$ cat src/rtl/ctu_clsp_rstreq_pkg.sv
// Shared types and defaults for the reference-clock reset-request sequencer.
// State encodings are one-hot; grant priority is tst > fc > wrm.
package ctu_clsp_rstreq_pkg;

  typedef enum logic [4:0] {
    RSTREQ_IDLE        = 5'b00001,
    RSTREQ_ASSERT      = 5'b00010,
    RSTREQ_WAIT_UNLOCK = 5'b00100,
    RSTREQ_WAIT_LOCK   = 5'b01000,
    RSTREQ_DONE        = 5'b10000
  } rstreq_state_e;

  typedef enum logic [1:0] {
    GNT_NONE = 2'd0,
    GNT_WRM  = 2'd1,
    GNT_FC   = 2'd2,
    GNT_TST  = 2'd3
  } rstreq_gnt_e;

  localparam logic [3:0]  HOLD_CNT_DEF    = 4'h8;
  localparam logic [15:0] LOCK_TO_CNT_DEF = 16'hFFFF;

  localparam int unsigned REQ_WRM = 0;
  localparam int unsigned REQ_FC  = 1;
  localparam int unsigned REQ_TST = 2;

  function automatic rstreq_gnt_e rstreq_pick(input logic [2:0] pend);
    rstreq_gnt_e g;
    g = GNT_NONE;
    if (pend[REQ_TST])      g = GNT_TST;
    else if (pend[REQ_FC])  g = GNT_FC;
    else if (pend[REQ_WRM]) g = GNT_WRM;
    return g;
  endfunction

  function automatic logic [2:0] rstreq_mask(input rstreq_gnt_e g);
    logic [2:0] m;
    m = 3'b000;
    case (g)
      GNT_WRM: m = 3'b001;
      GNT_FC:  m = 3'b010;
      GNT_TST: m = 3'b100;
      default: m = 3'b000;
    endcase
    return m;
  endfunction

endpackage

$ cat src/rtl/ctu_clsp_rstreq_edge.sv
// Two-flop synchronizer, rising-edge detect and sticky pending bit for one
// jbus-domain request. Edge-to-pending latency is three reference clocks.
module ctu_clsp_rstreq_edge (
  input  logic i_clk,
  input  logic i_rst_n,
  input  logic i_req,
  input  logic i_clr,
  output logic o_pend
);

  logic r_s1;
  logic r_s2;
  logic r_prev;
  logic r_pend;
  logic w_rise;

  assign w_rise = r_s2 & ~r_prev;

  always_ff @(posedge i_clk or negedge i_rst_n) begin
    if (!i_rst_n) begin
      r_s1   <= 1'b0;
      r_s2   <= 1'b0;
      r_prev <= 1'b0;
      r_pend <= 1'b0;
    end else begin
      r_s1   <= i_req;
      r_s2   <= r_s1;
      r_prev <= r_s2;
      // A fresh edge coinciding with the grant re-arms the bit.
      r_pend <= (r_pend & ~i_clr) | w_rise;
    end
  end

  assign o_pend = r_pend;

endmodule

$ cat src/rtl/ctu_clsp_rstreq.sv
// Reset-request sequencer: arbitrates synced requests, drives one fixed-width
// reset level, then tracks PLL unlock/relock before acknowledging.
module ctu_clsp_rstreq
  import ctu_clsp_rstreq_pkg::*;
#(
  parameter logic [3:0]  HOLD_CNT    = HOLD_CNT_DEF,
  parameter logic [15:0] LOCK_TO_CNT = LOCK_TO_CNT_DEF
) (
  input  logic pll_raw_clk_out,
  input  logic io_pwron_rst_l,
  input  logic wrm_rst_req_jl,
  input  logic fc_req_jl,
  input  logic tst_rst_req_jl,
  input  logic pll_locked_jl,
  output logic wrm_rst_ref,
  output logic wrm_rst_fc_ref,
  output logic tst_rst_ref,
  output logic rst_busy_ref,
  output logic rst_ack_ref,
  output logic rst_to_err_ref
);

  logic [2:0]    w_pend;
  logic [2:0]    w_clr;
  logic          r_lock_s1;
  logic          r_lock_s2;
  rstreq_state_e r_state, w_state_d;
  rstreq_gnt_e   r_gnt, w_gnt_d;
  logic [3:0]    r_hold_cnt, w_hold_d;
  logic [15:0]   r_to_cnt, w_to_d;
  logic          w_to_expire;
  logic          r_wrm, r_fc, r_tst, r_busy, r_ack, r_err;
  logic          w_wrm_d, w_fc_d, w_tst_d, w_busy_d, w_ack_d, w_err_d;

  ctu_clsp_rstreq_edge u_edge_wrm (
    .i_clk   (pll_raw_clk_out),
    .i_rst_n (io_pwron_rst_l),
    .i_req   (wrm_rst_req_jl),
    .i_clr   (w_clr[REQ_WRM]),
    .o_pend  (w_pend[REQ_WRM])
  );

  ctu_clsp_rstreq_edge u_edge_fc (
    .i_clk   (pll_raw_clk_out),
    .i_rst_n (io_pwron_rst_l),
    .i_req   (fc_req_jl),
    .i_clr   (w_clr[REQ_FC]),
    .o_pend  (w_pend[REQ_FC])
  );

  ctu_clsp_rstreq_edge u_edge_tst (
    .i_clk   (pll_raw_clk_out),
    .i_rst_n (io_pwron_rst_l),
    .i_req   (tst_rst_req_jl),
    .i_clr   (w_clr[REQ_TST]),
    .o_pend  (w_pend[REQ_TST])
  );

  // The timeout window spans exactly LOCK_TO_CNT cycles and never wraps.
  assign w_to_expire = (r_to_cnt <= 16'd1);

  always_comb begin
    w_state_d = r_state;
    w_gnt_d   = r_gnt;
    w_hold_d  = r_hold_cnt;
    w_to_d    = r_to_cnt;
    w_clr     = 3'b000;
    w_err_d   = r_err;
    unique case (r_state)
      RSTREQ_IDLE: begin
        if (|w_pend) begin
          w_gnt_d   = rstreq_pick(w_pend);
          w_clr     = rstreq_mask(w_gnt_d);
          w_hold_d  = HOLD_CNT - 4'd1;
          w_state_d = RSTREQ_ASSERT;
        end
      end
      RSTREQ_ASSERT: begin
        if (r_hold_cnt == 4'd0) begin
          w_to_d    = LOCK_TO_CNT;
          w_state_d = RSTREQ_WAIT_UNLOCK;
        end else begin
          w_hold_d = r_hold_cnt - 4'd1;
        end
      end
      RSTREQ_WAIT_UNLOCK: begin
        if (!r_lock_s2) begin
          w_to_d    = LOCK_TO_CNT;
          w_state_d = RSTREQ_WAIT_LOCK;
        end else if (w_to_expire) begin
          w_err_d   = 1'b1;
          w_state_d = RSTREQ_DONE;
        end else begin
          w_to_d = r_to_cnt - 16'd1;
        end
      end
      RSTREQ_WAIT_LOCK: begin
        if (r_lock_s2) begin
          w_state_d = RSTREQ_DONE;
        end else if (w_to_expire) begin
          w_err_d   = 1'b1;
          w_state_d = RSTREQ_DONE;
        end else begin
          w_to_d = r_to_cnt - 16'd1;
        end
      end
      RSTREQ_DONE: begin
        w_gnt_d   = GNT_NONE;
        w_state_d = RSTREQ_IDLE;
      end
      default: begin
        w_gnt_d   = GNT_NONE;
        w_hold_d  = 4'd0;
        w_to_d    = 16'd0;
        w_state_d = RSTREQ_IDLE;
      end
    endcase

    w_wrm_d  = (w_state_d == RSTREQ_ASSERT) && (w_gnt_d == GNT_WRM);
    w_fc_d   = (w_state_d == RSTREQ_ASSERT) && (w_gnt_d == GNT_FC);
    w_tst_d  = (w_state_d == RSTREQ_ASSERT) && (w_gnt_d == GNT_TST);
    w_busy_d = (w_state_d != RSTREQ_IDLE);
    w_ack_d  = (w_state_d == RSTREQ_DONE);
  end

  always_ff @(posedge pll_raw_clk_out or negedge io_pwron_rst_l) begin
    if (!io_pwron_rst_l) begin
      r_lock_s1  <= 1'b0;
      r_lock_s2  <= 1'b0;
      r_state    <= RSTREQ_IDLE;
      r_gnt      <= GNT_NONE;
      r_hold_cnt <= 4'd0;
      r_to_cnt   <= 16'd0;
      r_wrm      <= 1'b0;
      r_fc       <= 1'b0;
      r_tst      <= 1'b0;
      r_busy     <= 1'b0;
      r_ack      <= 1'b0;
      r_err      <= 1'b0;
    end else begin
      r_lock_s1  <= pll_locked_jl;
      r_lock_s2  <= r_lock_s1;
      r_state    <= w_state_d;
      r_gnt      <= w_gnt_d;
      r_hold_cnt <= w_hold_d;
      r_to_cnt   <= w_to_d;
      r_wrm      <= w_wrm_d;
      r_fc       <= w_fc_d;
      r_tst      <= w_tst_d;
      r_busy     <= w_busy_d;
      r_ack      <= w_ack_d;
      r_err      <= w_err_d;
    end
  end

  assign wrm_rst_ref    = r_wrm;
  assign wrm_rst_fc_ref = r_fc;
  assign tst_rst_ref    = r_tst;
  assign rst_busy_ref   = r_busy;
  assign rst_ack_ref    = r_ack;
  assign rst_to_err_ref = r_err;

endmodule

$ cat config.mk
export PLATFORM = sky130hd
export DESIGN_NAME = ctu_clsp_rstreq
export DESIGN_NICKNAME = d
export VERILOG_FILES = /design/src/rtl/ctu_clsp_rstreq_pkg.sv /design/src/rtl/ctu_clsp_rstreq_edge.sv /design/src/rtl/ctu_clsp_rstreq.sv
export SDC_FILE = /design/constraint.sdc
export NUM_CORES = 1
export LEC_CHECK = 0
export ABC_AREA = 1
export BUFFER_PORTS_ARGS = -buffer_cell sky130_fd_sc_hd__clkbuf_2
export CAP_MARGIN = 10
export CORE_MARGIN = 2
export CORE_UTILIZATION = 61
export DETAILED_ROUTE_END_ITERATION = 8
export PLACE_DENSITY = 0.86
export SLEW_MARGIN = 20
export SYNTH_ARGS = -nofsm -noshare
export SYNTH_HDL_FRONTEND = slang
export SYNTH_SLANG_ARGS = --single-unit
$ cat constraint.sdc
create_clock -name pll_raw_clk_out -period 1.7 [get_ports pll_raw_clk_out]
set_input_delay 0.255 -clock pll_raw_clk_out [delete_from_list [all_inputs] [get_ports pll_raw_clk_out]]
set_output_delay 0.255 -clock pll_raw_clk_out [all_outputs]
set_load 0.01 [all_outputs]
Word level (Yosys, flattened, before mapping)
Index checks and enable logic that the tools add are counted.

word-level totals
  register bits after elaboration = 47
  input bits = 6
  output and inout bits = 6
  logic and storage cells = 103

operators by class
  $add $sub $neg = 2
  order comparisons = 1
  eq/ne operators = 19
  mux-type cells = 28
  bitwise logic cells = 17
  reduce and logical (&&, ||, !) cells = 12

operators with widths
  operator               count
  $mux 16                4
  $pmux 16 s4            1
  $mux 5                 5
  $pmux 5 s4             1
  $le 16x1->1 const B    1
  $sub 16x1->16 const B  1
  $pmux 4 s3             1
  $eq 5x2->1 const B     2
  $eq 5x5->1 const B     2
  $mux 2                 5
  $ne 2x2->1 const B     5
  $pmux 3 s3             1
  $reduce_and 3->1       3
  $reduce_or 3->1        3
  $eq 2x2->1 const B     4
  $mux 4                 2
  $not 1->1              8
  $and 1x1->1            6
  $mux 3                 2
  $eq 5x1->1 const B     1
  $eq 5x3->1 const B     1
  $eq 5x4->1 const B     1
  $ne 5x1->1 const B     1
  $eq 2x1->1 const B     2
  other kinds (9)        16

Logic depth before layout (Yosys ltp)
  depth after elaboration = 12
  gate-level depth with buffers = 11

Modules after synthesis
A second synthesis with hierarchy kept.

unflattened totals
  cells, all modules = 302
  area, all modules = 2451.1 um^2

by module, submodules not included
  module                instances  cells each  area each (um^2)  sequential area each (um^2)
  ctu_clsp_rstreq       1          275         2094.5            877.1
  ctu_clsp_rstreq_edge  3          9           118.9             100.1

Worst setup path after synthesis
Ideal clock, no wire load.

  kind = register to register
  start point = register r_to_cnt[0]
  end point = register r_to_cnt[14]
  arrival time = 1.400 ns
  required time = 1.584 ns
  path slack = 0.184 ns
  cell stages (with the launch flop) = 12
  period minus slack after synthesis = 1.516 ns
  cells stage by stage = dfrtp_1 inv_1 ha_1 nand2_1 nand2_1 nand3_4 buf_6 nand4_1 nand3_1 nand2_1 nand2_1 nand2_1

between the ends
  cells in the longest elaborated chain, start to end = 4
  elaborated cells between the ends (all ways) = 6
  those cells by class = 1 x add/sub; 1 x order compare; 4 x mux

ends and longest elaborated chain
  what                                                 RTL line                                                              RTL
  start: declaration                                   ctu_clsp_rstreq.sv:30                                                 logic [15:0] r_to_cnt, w_to_d;
  start signal: assignment                             ctu_clsp_rstreq.sv:146                                                r_to_cnt <= w_to_d;
  $sub 16x1->16 / $le 16x1->1 (equally long branches)  ctu_clsp_rstreq.sv:94, ctu_clsp_rstreq.sv:104, ctu_clsp_rstreq.sv:60
  $mux 16 (*)                                          ctu_clsp_rstreq.sv:90, ctu_clsp_rstreq.sv:100
  $mux 16 (on tied branches)                           ctu_clsp_rstreq.sv:98, ctu_clsp_rstreq.sv:87
  $pmux 16 s4 (*)                                      ctu_clsp_rstreq.sv:69                                                 unique case (r_state)

Mark *: on every way between the ends. The rest lies on a longest branch, timed or not. The select of a mux whose other input is x is not followed.
A chain may end at the register's enable or synchronous reset.

Worst setup path in the final report
  start point = register r_to_cnt[8]
  end point = register r_to_cnt[12]

The elaborated chain is that of the path after synthesis.

==> reports/metrics.yaml <==
io_buffers: 11
die_y_um: 68.9
cp-end-kind: "register"
worstPathRequired_ps: 1910
syn-instance-count: 305
wl_per_cell_um: 13.9
cts_tree: "done"
dr.pass1.iters: 4
nNetsFinal: 346
htreeDepth: 2
drive_above_1_share: 0.261
antenna_found_initial: 0
min_path_type: "in2reg"
hold_violations: 0
synth_enable_flop_cells: 0
final_common_cell: "nand2_1"
core_area_sq_mm: 0.00403
cp-start-kind: "register"
track_usage: 0.249
syn-num-nets: 315
setup-violations-final: 0
ys_types: 36
highest_layer: "met4"
postRouteAntennaNets: 0
outcome: "complete, no violations"
die_x_um: 68.9
drc_errors: 0
start_util: 0.638
grt_pass1_vias: 2067
root_buffer: "clkbuf_8"
dp.cells: 371
synth-async-reset-ratio: 1.00
maxCapViolations: 0
total_power_w: 0.00617
grt_setup_unrepaired: "yes"
die-area_sq_mm: 0.00475
rows: 23
crit_top_cell: "nand2_1"
ios: 12
slew_headroom: 0.654
ys_seq_area_frac: 0.458
period_share: 0.946
syn2layout_area_growth_pct: 14.0
ir_worst_vdd_mv: 1.08
path_buf_inv: 0
fin_cells: 387
clk_pin_slew_ps: 100
cp_top_family: "simple AND/OR/NAND/NOR gates"
worst_pin_slew_ps: 519
final_cell_mix: "73 x nand2_1, 46 x dfrtp_1, 35 x inv_1, 26 x nor2_1, 18 x nand3_1"
timing.hold.ws_ps: 50.2
gp_congestion: 0.927
worstSetupPathType: "reg2reg"
ys_seq_elements: 47
crit_slowest_cell: "dfrtp_1"
worst_path_largest_cell_delay_ps: 440
skew_ps: 9.36
clk_path_buf_depth: 2
synth.avg_cell_area_sq_um: 8.42
crit_chain: "nor2_2 -> nand2_1 -> nor2_4 -> nand3_2 -> nand3_1 -> nand2_1 -> nand3_1 -> nand2_1 -> nand2_1 -> nand2_1"
p_leak_nw: 1.52
drt_iter0_drc: 179
hpwlAfterDp_mm: 3.70
max_freq_mhz: 622
grt_pass1_wl_mm: 8.80
diodes: 0
cts_inserted_buffers: 5
wl_mm: 5.39
finalCriticalPeriod_ps: 1610
report.final.slew_viol_count: 0
cts.sinks: 47
wl_met1_mm: 2.32
synth_area_sq_mm: 0.00257
vias: 2135
ys.flop_type: "dfrtp_1"
wl_met2_mm: 2.70
fill_cells: 279
ys_warn_count: 0
critPathMaxFanout: 6
clk_latency_ps: 310
cp.arrival_ps: 1820
grt_overflow_total: 0
via_per_inst: 5.52
power.density_mw_per_mm2: 2110
wl_met3_um: 276
grt_max_degree: 28
[per-layer routing]
metal,GRT usage,up-vias
li1,-,1038
met1,0.317,1017
met2,0.413,65
met3,0.0568,15
met4,0.0980,0
met5,0,-
[cells in the mapped netlist (5+ instances only)]
master	instances	share of area
o21ai_2	9	0.031
o21ai_1	7	0.014
inv_1	35	0.051
nor2_1	28	0.041
nand2_1	75	0.11
nor2_2	9	0.022
o21ai_0	14	0.027
inv_2	5	0.0073
a21oi_1	10	0.019
dfrtp_1	46	0.45
nand3_1	18	0.035
nand4_1	5	0.012
[registers in the layout, summed over array words and instances (netlist names)]
| signal | cells |
|---|---|
| u_edge_fc.r_prev | 1 |
| r_to_cnt | 16 |
| u_edge_wrm.o_pend | 1 |
| u_edge_fc.r_s1 | 1 |
| r_hold_cnt | 4 |
| rst_to_err_ref | 1 |
| u_edge_wrm.r_s1 | 1 |
| tst_rst_ref | 1 |
| u_edge_tst.r_s2 | 1 |
| r_gnt | 2 |
| wrm_rst_fc_ref | 1 |
| u_edge_wrm.r_prev | 1 |
| r_state | 5 |
| u_edge_fc.r_s2 | 1 |
| u_edge_tst.r_prev | 1 |
| wrm_rst_ref | 1 |
| u_edge_tst.o_pend | 1 |
| u_edge_fc.o_pend | 1 |
| u_edge_wrm.r_s2 | 1 |
| r_lock_s2 | 1 |
| r_lock_s1 | 1 |
| rst_ack_ref | 1 |
| u_edge_tst.r_s1 | 1 |
| rst_busy_ref | 1 |
[timing repair]
| action | in CTS | in global routing |
|---|---|---|
| hold endpoints to repair | 19 | 0 |
| cloned | 0 | 1 |
| setup endpoints to repair | 3 | 14 |
| setup buffers | 3 | 3 |
| pin swaps | 1 | 1 |
| hold buffers | 1 | 0 |
| gates resized for setup | 0 | 9 |
[cells by family after synthesis]
family          Yosys count  synth area share
compound gates           47             0.112
xor+xnor                  4            0.0136
fa+ha+maj                 4            0.0195
buf+inv                  47            0.0838
flops                    47             0.458
simple gates            156             0.313
[where the power goes]
part,switching (W),internal (W),total (W)
registers,0.000244,0.00141,0.00165
logic,0.00237,0.00142,0.00379
clock network,0.000426,0.000305,0.000731
[path summary, 6_finish.rpt]
path | startpoint | end | slack (ps) | cells past startpoint
setup / recovery | r_to_cnt[8]$_DFFE_PN0P_ | r_to_cnt[12]$_DFFE_PN0P_ | 90 | 10
hold / removal | pll_locked_jl | r_lock_s1$_DFF_PN0_ | 50 | 1
setup reg to reg | r_to_cnt[8]$_DFFE_PN0P_ | r_to_cnt[12]$_DFFE_PN0P_ | 90 | 10
hold reg to reg | u_edge_tst.r_s1$_DFF_PN0_ | u_edge_tst.r_s2$_DFF_PN0_ | 360 | 0
max in group asynchronous | io_pwron_rst_l | u_edge_wrm.o_pend$_DFF_PN0_ | 730 | 3
min in group asynchronous | io_pwron_rst_l | u_edge_fc.o_pend$_DFF_PN0_ | 460 | 2
[layout make-up]
cell class                      count  area (sq um)  share of cell area
Timing Repair Buffer               28           210              0.0718
Inverter                           42           163              0.0555
Clock inverter                      3          27.5             0.00940
Sequential cell                    47          1180               0.402
Multi-Input combinational cell    212          1220               0.416
Tap cell                           50          62.6              0.0214
Clock buffer                        5          68.8              0.0235
[per-stage QoR]
step / cell area (sq um) / utilization / TNS, ps / setup slack [ps]
final: 2930 / 0.727 / 0 / 92.5
after global routing: 2930 / 0.727 / -21.9 / -13.5
after CTS: 2850 / 0.707 / 0 / 63.1
after detailed placement: 2720 / 0.675 / -18.4 / -18.4
after global placement: 2720 / 0.675 / 0 / 57.6
after floorplan: 2570 / - / 0 / 184
No activity file was read; power rests on OpenSTA's default activity.
